File: config.mk
export PLATFORM = sky130hd
export DESIGN_NAME = mem_arbiter
export DESIGN_NICKNAME = d
export VERILOG_FILES = /design/src/rtl/mem_arbiter.sv
export SDC_FILE = /design/constraint.sdc
export NUM_CORES = 1
export LEC_CHECK = 0
export ABC_AREA = 1
export CAP_MARGIN = 10
export CORE_AREA = 5 5 52 54
export CTS_CLUSTER_DIAMETER = 40
export DETAILED_ROUTE_END_ITERATION = 10
export DIE_AREA = 0 0 57 59
export PLACE_DENSITY = 0.75
export SYNTH_ARGS = -nofsm -noshare
export SYNTH_HDL_FRONTEND = slang
export SYNTH_SLANG_ARGS = --single-unit
File: constraint.sdc
create_clock -name clk -period 1.1 [get_ports clk]
set_input_delay 0.165 -clock clk [delete_from_list [all_inputs] [get_ports clk]]
set_output_delay 0.165 -clock clk [all_outputs]
set_load 0.1 [all_outputs]
File: src/rtl/mem_arbiter.sv
// ----------------------------------------------------------------------------
// mem_arbiter
//
// Two-requester round-robin arbiter that shares one synchronous memory port
// between requesters A and B. Each requester issues single-word reads and
// writes via a req/gnt handshake; at most one access is accepted per cycle.
// The accepted command is registered onto the mem_* port, and read data is
// routed back to the requester that issued the read.
//
// Ports
//   clk                  single clock, rising edge
//   rst                  asynchronous, active-low reset
//   a_req / b_req        access request, held with its command until granted
//   a_we / b_we          1 = write, 0 = read
//   a_addr / b_addr      word address
//   a_wdata / b_wdata    write data
//   a_gnt / b_gnt        combinational grant; transfer on edge with req & gnt
//   a_rvalid / b_rvalid  one-cycle read-data strobe
//   a_rdata / b_rdata    registered read data, held between strobes
//   mem_en               registered memory access strobe
//   mem_we               registered write enable (qualified by mem_en)
//   mem_addr             registered address
//   mem_wdata            registered write data
//   mem_rdata            memory read data, valid the cycle after a read mem_en
//
// Read latency: handshake in cycle T -> mem_en in T+1 -> mem_rdata in T+2 ->
// x_rvalid / x_rdata in T+3.
// ----------------------------------------------------------------------------
module mem_arbiter #(
  parameter int DATA_WIDTH = 3,
  parameter int ADDR_WIDTH = 2
) (
  input  logic                  clk,
  input  logic                  rst,

  input  logic                  a_req,
  input  logic                  a_we,
  input  logic [ADDR_WIDTH-1:0] a_addr,
  input  logic [DATA_WIDTH-1:0] a_wdata,
  output logic                  a_gnt,
  output logic                  a_rvalid,
  output logic [DATA_WIDTH-1:0] a_rdata,

  input  logic                  b_req,
  input  logic                  b_we,
  input  logic [ADDR_WIDTH-1:0] b_addr,
  input  logic [DATA_WIDTH-1:0] b_wdata,
  output logic                  b_gnt,
  output logic                  b_rvalid,
  output logic [DATA_WIDTH-1:0] b_rdata,

  output logic                  mem_en,
  output logic                  mem_we,
  output logic [ADDR_WIDTH-1:0] mem_addr,
  output logic [DATA_WIDTH-1:0] mem_wdata,
  input  logic [DATA_WIDTH-1:0] mem_rdata
);

  // Priority state: which requester wins when both ask in the same cycle.
  localparam logic [0:0] PRI_A = 1'b0;
  localparam logic [0:0] PRI_B = 1'b1;

  localparam int NPORT = 2;  // index 0 = A, index 1 = B

  // --------------------------------------------------------------------------
  // Port-indexed views of the two requesters
  // --------------------------------------------------------------------------
  logic [NPORT-1:0]                 req;
  logic [NPORT-1:0]                 we;
  logic [NPORT-1:0][ADDR_WIDTH-1:0] addr_arr;
  logic [NPORT-1:0][DATA_WIDTH-1:0] wdata_arr;

  assign req       = {b_req, a_req};
  assign we        = {b_we, a_we};
  assign addr_arr  = {b_addr, a_addr};
  assign wdata_arr = {b_wdata, a_wdata};

  // --------------------------------------------------------------------------
  // Grant logic
  // --------------------------------------------------------------------------
  logic [0:0]       pri_reg;
  logic [0:0]       pri_next;
  logic [NPORT-1:0] gnt;
  logic             hs;   // a transfer happens at the next edge
  logic             sel;  // index of the granted requester

  // Gated by rst so no grant is visible while the block is held in reset.
  // A wins if it is alone or holds priority; otherwise B gets it if asking.
  always_comb begin
    gnt = '0;
    if (rst) begin
      if (req[0] && (!req[1] || (pri_reg == PRI_A))) begin
        gnt[0] = 1'b1;
      end else if (req[1]) begin
        gnt[1] = 1'b1;
      end
    end
  end

  assign a_gnt = gnt[0];
  assign b_gnt = gnt[1];
  assign hs    = |gnt;
  assign sel   = gnt[1];

  // Round-robin: whoever was just served loses the next tie.
  always_comb begin
    pri_next = pri_reg;
    if (gnt[0]) begin
      pri_next = PRI_B;
    end else if (gnt[1]) begin
      pri_next = PRI_A;
    end
  end

  always_ff @(posedge clk or negedge rst) begin
    if (!rst) begin
      pri_reg <= PRI_A;
    end else begin
      pri_reg <= pri_next;
    end
  end

  // --------------------------------------------------------------------------
  // Registered memory command
  // --------------------------------------------------------------------------
  logic                  mem_en_reg;
  logic                  mem_we_reg;
  logic [ADDR_WIDTH-1:0] mem_addr_reg;
  logic [DATA_WIDTH-1:0] mem_wdata_reg;

  // Command fields only load on a handshake so they hold between accesses.
  always_ff @(posedge clk or negedge rst) begin
    if (!rst) begin
      mem_en_reg    <= 1'b0;
      mem_we_reg    <= 1'b0;
      mem_addr_reg  <= '0;
      mem_wdata_reg <= '0;
    end else begin
      mem_en_reg <= hs;
      if (hs) begin
        mem_we_reg    <= we[sel];
        mem_addr_reg  <= addr_arr[sel];
        mem_wdata_reg <= wdata_arr[sel];
      end
    end
  end

  assign mem_en    = mem_en_reg;
  assign mem_we    = mem_we_reg;
  assign mem_addr  = mem_addr_reg;
  assign mem_wdata = mem_wdata_reg;

  // --------------------------------------------------------------------------
  // Read owner pipeline
  // --------------------------------------------------------------------------
  // Stage 0 lines up with mem_en (T+1), stage 1 with mem_rdata (T+2). Because
  // the memory returns data in issue order, a simple shift register is enough
  // to steer each return to its owner.
  logic [1:0] rd_vld_reg;
  logic [1:0] rd_own_reg;

  always_ff @(posedge clk or negedge rst) begin
    if (!rst) begin
      rd_vld_reg <= '0;
      rd_own_reg <= '0;
    end else begin
      rd_vld_reg[0] <= hs && !we[sel];
      rd_own_reg[0] <= sel;
      rd_vld_reg[1] <= rd_vld_reg[0];
      rd_own_reg[1] <= rd_own_reg[0];
    end
  end

  // --------------------------------------------------------------------------
  // Per-requester return registers
  // --------------------------------------------------------------------------
  logic [NPORT-1:0]                 rvalid_vec;
  logic [NPORT-1:0][DATA_WIDTH-1:0] rdata_vec;

  for (genvar gi = 0; gi < NPORT; gi++) begin : g_ret
    logic                  hit;
    logic                  rvalid_reg;
    logic [DATA_WIDTH-1:0] rdata_reg;

    assign hit = rd_vld_reg[1] && (rd_own_reg[1] == 1'(gi));

    // rdata only loads on this requester's own return, so it holds its
    // value across the other requester's strobes.
    always_ff @(posedge clk or negedge rst) begin
      if (!rst) begin
        rvalid_reg <= 1'b0;
        rdata_reg  <= '0;
      end else begin
        rvalid_reg <= hit;
        if (hit) begin
          rdata_reg <= mem_rdata;
        end
      end
    end

    assign rvalid_vec[gi] = rvalid_reg;
    assign rdata_vec[gi]  = rdata_reg;
  end

  assign a_rvalid = rvalid_vec[0];
  assign b_rvalid = rvalid_vec[1];
  assign a_rdata  = rdata_vec[0];
  assign b_rdata  = rdata_vec[1];

endmodule

==> results of run 1 <==
where the power goes:
part | total [W] | internal (W) | switching (W)
clock | 0.000576 | 0.000368 | 0.000208
sequential | 0.000998 | 0.000874 | 0.000124
combinational | 0.00164 | 0.000595 | 0.00105
total | 0.00322 | 0.00184 | 0.00138
cell type report:
class,count,area share
Tap cell,28,0.0219
Sequential cell,20,0.322
Clock inverter,1,0.0188
Inverter,15,0.0430
Timing Repair Buffer,45,0.378
Multi-Input combinational cell,54,0.202
Clock buffer,3,0.0141
cell usage in the layout, fill, tap and decap left out, types with 3 or more instances in the layout:
cell type        synthesis  routed
nand2_1                 27      23
nand3_2                  1       5
o21ai_0                  6       6
nand2_4                  3       4
clkbuf_4                 0       3
dfrtp_2                  0      12
buf_4                    0       7
buf_6                    0       3
dfrtp_1                 20       8
buf_12                   0      17
nand2_2                  4       7
inv_1                   13      11
clkdlybuf4s50_1          0      16
nand3b_1                 5       5
through the flow:
step	utilization	setup TNS, ps	std cells	cell area [µm²]
final	0.737	-894	166	1600
after global routing	0.737	-1500	166	1600
after CTS	0.736	-1720	167	1600
after detailed placement	0.676	-3340	159	1470
after global placement	0.676	-2800	159	1470
after floorplan	-	-408	89	860
how the worst max path moves through the flow:
stage	start	end	depth (start not counted)
after floorplan	pri_reg	rd_own_reg[0]	4
after global placement	rst	mem_wdata[2]	7
after detailed placement	rst	mem_we	7
after CTS	pri_reg	a_gnt	4
after global routing	pri_reg	a_gnt	4
final	pri_reg	a_gnt	4
repair_timing:
action	CTS	global route
pin swaps	5	4
hold buffers	0	0
gates resized for setup	15	4
setup endpoints to repair	8	21
setup buffers	4	3
logic make-up (layout without fill, tap and decap cells):
kind of cell | after synthesis | after routing | synth area share
flops | 20 | 20 | 0.598
compound gates | 6 | 6 | 0.0359
simple gates | 48 | 48 | 0.293
buf+inv | 15 | 64 | 0.0732
worst max-delay path, delay by kind of cell (launching register included):
kind | cells | cell delay, ps
buffers and inverters | 2 | 300
flip-flops | 1 | 420
AND/OR/NAND/NOR | 2 | 250
routing by layer:
layer / track usage / routed length, µm / vias to the layer above / part of all wire
li1: - / - / 373 / -
met1: 0.157 / 870 / 378 / 0.39
met2: 0.297 / 1210 / 35 / 0.54
met3: 0.0370 / 162 / 2 / 0.072
met4: 0.0530 / 5 / 0 / 0.0022
met5: 0 / 0 / - / 0
==> flow_summary.toml, run 1 <==
[yosys]
synth_seq_cells = 20
seq_area_frac_synth = 0.598
synth.distinct_cells = 11
netlist_area_um2 = 837
yosys.cell_count.top_type = "nand2_1"
synth_common_cells = "27 x nand2_1, 20 x dfrtp_1, 13 x inv_1, 6 x nand3_1, 6 x o21ai_0"
yosysTopAreaCellShare = 0.598
avgSynthCellArea_um2 = 9.41
netlist_top_cells_area = "dfrtp_1 60%, nand2_1 12%, inv_1 5.8%"
ys.flop_type = "dfrtp_1"
async_reset_ff_frac = 1.00
yosys_warnings = 0
synthesis.nets = 108
syn_inst = 89
synth_edf_count = 0
synth_area_leader_cell = "dfrtp_1"

[floorplan]
start_util = 0.386
top_level_ports = 36
die_w_um = 57
die_h_um = 59
core.rowCount = 17
core_mm2 = 0.00217
die_area_mm2 = 0.00336

[sta]
period_needed_ps = 1410
slew_viol_final = 0
rsz0062_at_grt = "true"
relSlewSlack = 0.856
hold_violations = 0
fin_skew_ps = 6.86
finalSetupViolCount = 8
fin_hold_ws_ps = 28.9
worstMarginPinSlew_ps = 216
fin_crit_sh = 1.28
fin_ws_ps = -311
fmax_ghz = 0.709

[outcome]
status = "finished with violations"
violations = "setup timing"

[routing]
ant_nets = 0
routedWlPerCell_um = 13.6
drt-initial-drc-count = 9
via_per_inst = 4.75
vias = 788
drc = 0
drt_first_pass_iters = 4
drt_wl_total_um = 2250

[setup_path]
regToRegSetupSlack_ps = -50
critPathMaxFanout = 3
crit_required_ps = 940
cp_slowest_cell = "dfrtp_1"
reg2reg_from = "pri_reg"
r2r-end = "mem_wdata[0]"
crit_arrival_ps = 1250
cp-end-kind = "output pin"
path_cells = "nand2_2 -> nand3_2 -> clkinvlp_4 -> buf_12"
critical_path_class = "reg2out"
reg2reg_depth = 8
cpPeakStageDelay_ps = 420
cp-start-kind = "flip-flop"

[global_routing]
grt_max_degree = 18
grt_overflow = 0
grt_antenna_before_repair = 0
grt_pass1_wl_um = 3940
grt_use_total = 0.152
grt_pass1_vias = 911

[worst_hold_path]
worstHoldPathType = "in2async"

[final_layout]
areaGrowthSynthToFinish_pct = 91.0
regArea_um2 = 515
multiInputGateArea_um2 = 323
fill_cells = 161
diodes = 0
drive_gt1_frac = 0.464
fin_nets = 158

[power_and_ir_drop]
power_density_mw_per_mm2 = 2010
fin_total_pwr_w = 0.00322
peakVddDrop_v = 0.00117
power.leakage_nw = 0.768

[placed_design]
io_buffer_count = 35
dp_slack_ps = -341
gp_congestion = 0.799
hpwl_um = 1780

[job]
drv_cap = 0

[clocking]
max-clock-path-buffers = 2
cts_tree = "built"
path_clk_slew_ps = 100
clock_sinks = 20
h-tree-depth = 1
cts-buffers-inserted = 3
clk_latency_ps = 290
cts_root_buffer = "clkbuf_4"
No activity file was read; power rests on OpenSTA's default activity.
==> run 2: changes to the inputs <==
PLACE_DENSITY = 0.77   (was 0.75)
clock period = 1.6 ns   (was 1.1 ns; I/O delays follow)
==> run 2 against run 1 <==
Net effect: the flow now finishes without violations; critical path depth did not move; clock power shrank 31%; worst setup slack gained 420 ps; global-route usage decreased by 2.1 points; critical path type is now in2out; via count is 7.0% lower; non-clock buffer count is 5 lower; sequential share of layout area up 1.4 points; first-iteration DRC count decreased by 22%.
==> flow_summary.toml, run 2 (same netlist as run 1, synthesis figures left out) <==
[outcome]
status = "completed"

[sta]
fmax_ghz = 0.671
hold_violations = 0
fin_skew_ps = 9.45
slew_viol_final = 0
finalSetupViolCount = 0
relSlewSlack = 0.828
finalSetupTns_ps = 0
fin_crit_sh = 0.932
worstMarginPinSlew_ps = 257
rsz0062_at_grt = "false"
period_needed_ps = 1490

[clocking]
cts_root_buffer = "clkbuf_4"
cts-buffers-inserted = 3
max-clock-path-buffers = 2
path_clk_slew_ps = 100
h-tree-depth = 1
clk_latency_ps = 290
cts_tree = "built"
cts_resized = 0
postCtsHoldBufs = 0
clock_sinks = 20
cts_setup_buffers = 0

[setup_path]
critPathMaxFanout = 3
cp-start-kind = "primary input"
cp-end-kind = "output pin"
regToRegSetupSlack_ps = 490
cp_slowest_cell = "clkdlybuf4s50_1"
crit_arrival_ps = 1250
reg2reg_depth = 8
critPathBufInv = 3
cpPeakStageDelay_ps = 560
path_delay_family = "buffers and inverters"
crit_required_ps = 1360
worstSetupStartpoint = "a_req"
reg2reg_from = "pri_reg"
path_cells = "clkdlybuf4s50_1 -> nand3_2 -> inv_1 -> buf_12"
r2r-end = "mem_we"
critical_path_class = "in2out"

[power_and_ir_drop]
power.leakage_nw = 0.776
power_density_mw_per_mm2 = 1450
peakVddDrop_v = 0.00102

[final_layout]
fin_cells = 161
final_common_cell = "nand2_1"
final_cell_mix = "27 x nand2_1, 20 x dfrtp_1, 17 x buf_12, 16 x clkdlybuf4s50_1, 13 x inv_1"
areaGrowthSynthToFinish_pct = 77.7
drive_gt1_frac = 0.271
fin_nets = 153
fill_cells = 179
diodes = 0

[floorplan]
core_mm2 = 0.00217
die_w_um = 57
top_level_ports = 36
die_h_um = 59
start_util = 0.386
core.rowCount = 17
die_area_mm2 = 0.00336

[global_routing]
grt_pass1_wl_um = 3410
grt_use_total = 0.131
grt_pass1_vias = 801
grt_overflow = 0
grt_max_degree = 17
grt_antenna_before_repair = 0

[routing]
ant_nets = 0
drc = 0
routedWlPerCell_um = 12.3
drt_wl_total_um = 1990
drt-initial-drc-count = 7
vias = 733
via_per_inst = 4.55
drt_first_pass_iters = 4

[job]
drv_cap = 0

[placed_design]
gp_congestion = 0.879
io_buffer_count = 35
hpwl_um = 1630
post-place-cells = 157

[worst_hold_path]
worstHoldPathType = "in2async"
[run 2: stage by stage]
stage	util	worst slack, ps	hold WS [ps]	power, W	instance area (µm²)
floorplan	-	174	-55.6	0.00130	837
global placement	0.659	38.8	334	0.00175	1430
detailed placement	0.659	19.3	336	0.00177	1430
CTS	0.683	13.9	363	0.00217	1480
global route	0.686	33.5	23.2	0.00224	1490
finish	0.686	109	30.7	0.00215	1490
[run 2: worst max-delay path by stage]
stage | endpoint | slack [ps] | depth (start not counted)
floorplan | b_gnt | 170 | 4
global route | a_gnt | 30 | 4
global placement | b_gnt | 40 | 6
detailed placement | b_gnt | 20 | 6
finish | a_gnt | 110 | 4
CTS | b_gnt | 10 | 6
[run 2: area by class of cell]
| class | instances | area, µm² | share of cell area |
|---|---|---|---|
| multi-input combinational | 54 | 275 | 0.185 |
| tap | 28 | 35.0 | 0.0235 |
| timing repair buffer | 40 | 563 | 0.378 |
| sequential | 20 | 500 | 0.336 |
| clock inverter | 1 | 30.0 | 0.0202 |
| inverter | 15 | 61.3 | 0.0412 |
| clock buffer | 3 | 22.5 | 0.0151 |
[run 2: power by group]
group          leakage, nW  total, W  internal, W  switching (W)
clock               0.0279  0.000398     0.000253       0.000145
combinational        0.499   0.00108     0.000380       0.000698
sequential           0.249  0.000674     0.000587      0.0000864
[run 2: per-layer routing]
metal,track usage,part of all wire,vias to the layer above
met1,0.146,0.41,330
met3,0.0458,0.090,2
met5,0,0,-
li1,-,-,362
met2,0.222,0.49,39
met4,0.0695,0.010,0
